## config.mk

```make
export PLATFORM = sky130hd
export DESIGN_NAME = data_rx_deser
export DESIGN_NICKNAME = d
export VERILOG_FILES = /design/src/rtl/data_rx_deser.sv
export SDC_FILE = /design/constraint.sdc
export NUM_CORES = 1
export LEC_CHECK = 0
export CAP_MARGIN = 0
export CORE_UTILIZATION = 47
export DETAILED_ROUTE_END_ITERATION = 16
export DONT_BUFFER_PORTS = 1
export PLACE_DENSITY_LB_ADDON = 0.1
export SLEW_MARGIN = 20
export SYNTH_ARGS = -nofsm -noshare
export SYNTH_HDL_FRONTEND = slang
export SYNTH_SLANG_ARGS = --single-unit
export TNS_END_PERCENT = 5
```

## constraint.sdc

```tcl
create_clock -name clk -period 2 [get_ports clk]
set_input_delay 0.3 -clock clk [delete_from_list [all_inputs] [get_ports clk]]
set_output_delay 0.3 -clock clk [all_outputs]
set_load 0.02 [all_outputs]
```

## src/rtl/data_rx_deser.sv

```systemverilog
// data_rx_deser: serial-to-parallel receiver with a first-word fall-through word FIFO.
// serial_in is sampled on each cnt_up strobe. Every DATA_W bits, the assembled word
// is pushed into a FIFO_DEPTH-entry buffer, and rd_en drains that buffer.
// Optional feature: define RX_CRC16_EN to include the USB CRC16 residual checker.
// When the macro is undefined, crc_ok is tied to 0.
module data_rx_deser #(
    parameter int DATA_W     = 8,
    parameter int FIFO_DEPTH = 4,
    parameter int LSB_FIRST  = 1
) (
    input  logic                              clk,
    input  logic                              n_rst,
    input  logic                              clear,
    input  logic                              serial_in,
    input  logic                              cnt_up,
    input  logic                              rd_en,
    output logic [DATA_W-1:0]                 parallel_out,
    output logic                              byte_rcv,
    output logic                              empty,
    output logic                              full,
    output logic [$clog2(FIFO_DEPTH+1)-1:0]   fifo_count,
    output logic                              overrun,
    output logic                              crc_ok
);

    localparam int CNT_W = $clog2(DATA_W);
    localparam int PTR_W = $clog2(FIFO_DEPTH);
    localparam int CW    = $clog2(FIFO_DEPTH+1);

    logic [CNT_W-1:0]  bit_cnt;
    logic [DATA_W-1:0] shreg;
    logic [DATA_W-1:0] shreg_next;
    logic [DATA_W-1:0] mem [FIFO_DEPTH];
    logic [PTR_W-1:0]  wr_ptr;
    logic [PTR_W-1:0]  rd_ptr;
    logic [CW-1:0]     count_next;
    logic              word_done;
    logic              push;
    logic              pop;
    logic              drop;

    // Next shifter value: the incoming bit enters at the MSB end or at the LSB end
    generate
        if (LSB_FIRST != 0) begin : g_lsb
            assign shreg_next = {serial_in, shreg[DATA_W-1:1]};
        end else begin : g_msb
            assign shreg_next = {shreg[DATA_W-2:0], serial_in};
        end
    endgenerate

    // A word completes on the strobe that carries its last bit. While the FIFO is full,
    // that word is stored only if a pop on the same edge frees a slot.
    always_comb begin
        word_done = cnt_up && (bit_cnt == CNT_W'(DATA_W-1));
        pop       = rd_en && !empty;
        push      = word_done && (!full || pop);
        drop      = word_done && full && !pop;
        count_next = fifo_count;
        if (push && !pop)
            count_next = fifo_count + CW'(1);
        else if (pop && !push)
            count_next = fifo_count - CW'(1);
    end

    // Bit counter and shifter; clear discards any partial word
    always_ff @(posedge clk or negedge n_rst) begin
        if (!n_rst) begin
            bit_cnt <= '0;
            shreg   <= '0;
        end else if (clear) begin
            bit_cnt <= '0;
            shreg   <= '0;
        end else if (cnt_up) begin
            shreg   <= shreg_next;
            bit_cnt <= word_done ? '0 : bit_cnt + CNT_W'(1);
        end
    end

    // FIFO storage; this block has no reset because the valid range is tracked by the pointers
    always_ff @(posedge clk) begin
        if (push && !clear)
            mem[wr_ptr] <= shreg_next;
    end

    // FIFO pointers, count, and status flags, all registered
    always_ff @(posedge clk or negedge n_rst) begin
        if (!n_rst) begin
            wr_ptr     <= '0;
            rd_ptr     <= '0;
            fifo_count <= '0;
            empty      <= 1'b1;
            full       <= 1'b0;
            byte_rcv   <= 1'b0;
            overrun    <= 1'b0;
        end else if (clear) begin
            wr_ptr     <= '0;
            rd_ptr     <= '0;
            fifo_count <= '0;
            empty      <= 1'b1;
            full       <= 1'b0;
            byte_rcv   <= 1'b0;
            overrun    <= 1'b0;
        end else begin
            if (push)
                wr_ptr <= wr_ptr + PTR_W'(1);
            if (pop)
                rd_ptr <= rd_ptr + PTR_W'(1);
            fifo_count <= count_next;
            empty      <= (count_next == '0);
            full       <= (count_next == CW'(FIFO_DEPTH));
            byte_rcv   <= push;
            overrun    <= overrun | drop;
        end
    end

    // First-word fall-through: the head of registered storage is presented directly on the output
    assign parallel_out = empty ? '0 : mem[rd_ptr];

`ifdef RX_CRC16_EN
    logic [15:0] crc;
    logic        crc_fb;

    assign crc_fb = crc[15] ^ serial_in;

    // Serial USB CRC16 (x^16+x^15+x^2+1), updated with every received bit
    always_ff @(posedge clk or negedge n_rst) begin
        if (!n_rst)
            crc <= 16'hFFFF;
        else if (clear)
            crc <= 16'hFFFF;
        else if (cnt_up)
            crc <= {crc[14:0], 1'b0} ^ (crc_fb ? 16'h8005 : 16'h0000);
    end

    assign crc_ok = (crc == 16'h800D);
`else
    assign crc_ok = 1'b0;
`endif

endmodule

```

==> Flow_metrics.wiki <==
{| class="wikitable"
! Metric !! Value
|-
| Final setup violation count || 0
|-
| Number of nets in the final layout || 174
|-
| Areal power density over the cells || 918 nW/um2
|-
| Worst Slack Setup Final || 0.0891 ns
|-
| Slew at the pin closest to its max-slew limit || 0.638 ns
|-
| Hold violation count in the final report || 0
|-
| Clock transition at the registers of the reported paths || 0.09 ns
|-
| Crit Path Class || reg2reg
|-
| Cell at the slowest stage of the critical path || dfrtp_1
|-
| Starting Density || 49.0%
|-
| Via count of the first global-routing pass || 1214
|-
| Finished Layout Cells || 228
|-
| Post-Route Skew || 0.00730 ns
|-
| Routed wire length || 3850 um
|-
| Total via count after detailed routing || 1206
|-
| HPWL reported at the end of detailed placement || 2680 um
|-
| Max-slew headroom || 57.3%
|-
| DP Cell Count || 218
|-
| Antenna Diode Count || 0
|-
| Leak Pwr || 1.00 nW
|-
| Clock sinks || 53
|-
| Router iterations before antenna repair || 4
|-
| Worst endpoint data arrival time || 1.90 ns
|-
| Drt via density || 5.29
|-
| Total power consumption of the routed design || 2.31 mW
|-
| Synthesized netlist net count || 167
|-
| Count of buffers inserted at the top-level ports || 0
|-
| Antenna violations before repair || 0
|-
| Peak supply drop || 414 uV
|-
| Synth warn || 0
|-
| Post-synthesis to final-layout area growth || 8.98%
|-
| Cell breakdown of the critical path || ha_1 > ha_1 > nand2_2 > a21oi_2 > and3_2
|-
| Worst hold margin || 0.0566 ns
|-
| Post-synthesis average cell area || 15.1 um2
|-
| CTS tree || yes
|-
| Number of library cell types mapped by synthesis || 37
|-
| Number of buffers inserted by post-CTS setup repair || 0
|-
| Run status || completed
|-
| Residual DRC || 0
|-
| Number of design-rule violations left by the first detailed-router iteration || 71
|-
| Aggregate global-route resource usage || 16.3%
|-
| Max-slew violation count || 0
|-
| Gr ovfl total || 0
|-
| Largest net degree at the start of global routing || 22
|-
| Register bit total from synthesis || 53
|-
| Total Neg Setup Slack || 0 ns
|-
| Area of the die || 5210 um2
|-
| RSZ-0062 raised after global routing || no
|-
| Post-Syn Area || 2310 um2
|-
| Sequential element share of the synthesized area || 64.3%
|-
| Antenna violation net count after detailed routing || 0
|-
| Clk_lat worst skew || 0.30 ns
|-
| Largest fanout on the critical path || 8
|-
| Max clock buf depth || 2
|-
| Total placed instance area || 2390 um2
|-
| Max-capacitance violation count || 0
|-
| Slowest stage delay, CP || 0.38 ns
|-
| Fraction of final layout cells with drive strength greater than 1 || 18.0%
|-
| Finished Cell Area || 2520 um2
|-
| Min cycle time layout || 1.91 ns
|-
| Post-route fraction of the period consumed by the critical path || 95.5%
|-
| Number of buffers inserted during clock tree synthesis || 5
|-
| Endpoint class of the critical path || flip-flop
|-
| Die Ht || 72.2 um
|-
| Library cell appearing most often on the critical path || ha_1
|-
| Nature of the critical path startpoint || flip-flop
|-
| Highest attainable clock frequency || 523 MHz
|-
| Required @ worst endpoint || 1.99 ns
|-
| Width of the die || 72.2 um
|-
| First-pass GRT wire length || 6030 um
|-
| Root Buffer || clkbuf_8
|-
| Routed wire length per instance || 16.9 um
|-
| Hold WC Path Type || in2reg
|-
| Gate count of the mapped netlist || 153
|-
| Ports placed on the boundary || 22
|-
| Post-route core utilization || 53.4%
|-
| Post-placement setup slack || -0.0313 ns
|-
| Final weighted congestion in routability-driven placement || 0.755
|-
| H-tree lvl count || 2
|-
| Core region area || 4720 um2
|-
| Total number of placement rows || 25
|}
==> layer usage <==
layer  vias to the layer above  wire (um)  global-route usage (%)
met4                         0         56                    8.06
met1                       606       1700                    19.1
met2                        27       1930                    27.3
li1                        569          -                       -
met5                         -          0                       0
met3                         4        166                    5.14
==> worst max-delay path: cells and delay by family (launching register included) <==
family / cells / cell delay (ns)
and+or+nand+nor: 2 / 0.52
DFF: 1 / 0.38
AOI/OAI and AO/OA: 1 / 0.28
adders and majority gates: 2 / 0.42
==> logic make-up after synthesis <==
family          synth area share, %
xor+xnor                       1.51
buf+inv                        2.54
mux                            12.5
flops                          64.3
simple gates                   10.8
fa+ha+maj                      4.33
compound gates                 3.79
other cells                   0.162
==> sequential cells by signal (all words and copies together) (netlist names) <==
register and flops:
bit_cnt 3, byte_rcv 1, empty 1, fifo_count 3
full 1, mem 32, overrun 1, rd_ptr 2
shreg 7, wr_ptr 2
==> worst paths after layout <==
kind | endpoint | depth (start not counted) | slack [ns] | startpoint
setup / recovery | mem[0][4] | 5 | 0.09 | bit_cnt[0]
max in group asynchronous | empty | 2 | 1.13 | n_rst
hold / removal | fifo_count[2] | 1 | 0.06 | clear
min in group asynchronous | rd_ptr[0] | 2 | 0.52 | n_rst
setup reg to reg | mem[0][4] | 5 | 0.09 | bit_cnt[0]
hold reg to reg | bit_cnt[1] | 2 | 0.55 | bit_cnt[1]
==> cells in the final DEF (no fill, tap or decap), drive strengths merged, types with 5 or more instances in the layout <==
| cell type | n |
|---|---|
| inv | 5 |
| nor2 | 17 |
| dfrtp | 20 |
| ha | 8 |
| mux4 | 8 |
| mux2i | 11 |
| buf | 6 |
| clkbuf | 6 |
| a21oi | 5 |
| and2b | 8 |
| edfxtp | 32 |
==> cell usage after synthesis <==
library cell,instances,share of area [%]
edfxtp_1,32,42
dfrtp_1,20,22
nor2_1,17,2.8
mux2i_1,11,4.8
and2b_1,8,2.6
ha_1,8,4.3
mux4_2,8,7.8
inv_1,5,0.81
a21oi_1,4,0.87
and3_1,4,1.1
clkbuf_1,3,0.49
nand3_1,3,0.65
xnor2_1,3,1.1
a211oi_1,2,0.65
buf_2,2,0.43
nand2_1,2,0.32
a211o_1,1,0.38
a21o_1,1,0.32
a21oi_2,1,0.38
a311o_1,1,0.43
a31o_1,1,0.38
a41oi_1,1,0.38
and2_1,1,0.27
and3b_1,1,0.38
and4_1,1,0.38
buf_4,1,0.32
buf_6,1,0.49
conb_1,1,0.16
dfstp_2,1,1.1
nand2_2,1,0.27
nand2b_1,1,0.27
nand2b_2,1,0.38
nand3b_1,1,0.32
nor2b_1,1,0.27
nor3_1,1,0.22
nor4b_2,1,0.65
xor2_1,1,0.38
==> layout make-up <==
class | count | area (um2)
repair buffers | 7 | 52.6
flip-flops and latches | 53 | 1490
fillers | 373 | 2200
inverters | 5 | 18.8
clock inverters | 2 | 35.0
multi-input cells | 88 | 771
clock buffers | 6 | 72.6
well taps | 67 | 83.8
==> power breakdown <==
group	leakage, nW	total [mW]	internal (mW)	switching (mW)
Sequential	0.574	1.23	1.19	0.0377
Clock	0.0552	0.693	0.371	0.322
Combinational	0.374	0.390	0.170	0.219
==> timing repair <==
item / 4_1_cts / 5_1_grt
endpoints found under the hold margin: 21 / 20
endpoints found under the setup margin: 16 / 8
resized for setup: 2 / 1
pin swaps: 0 / 0
hold buffers: 1 / 1
No activity file was read; power rests on OpenSTA's default activity.
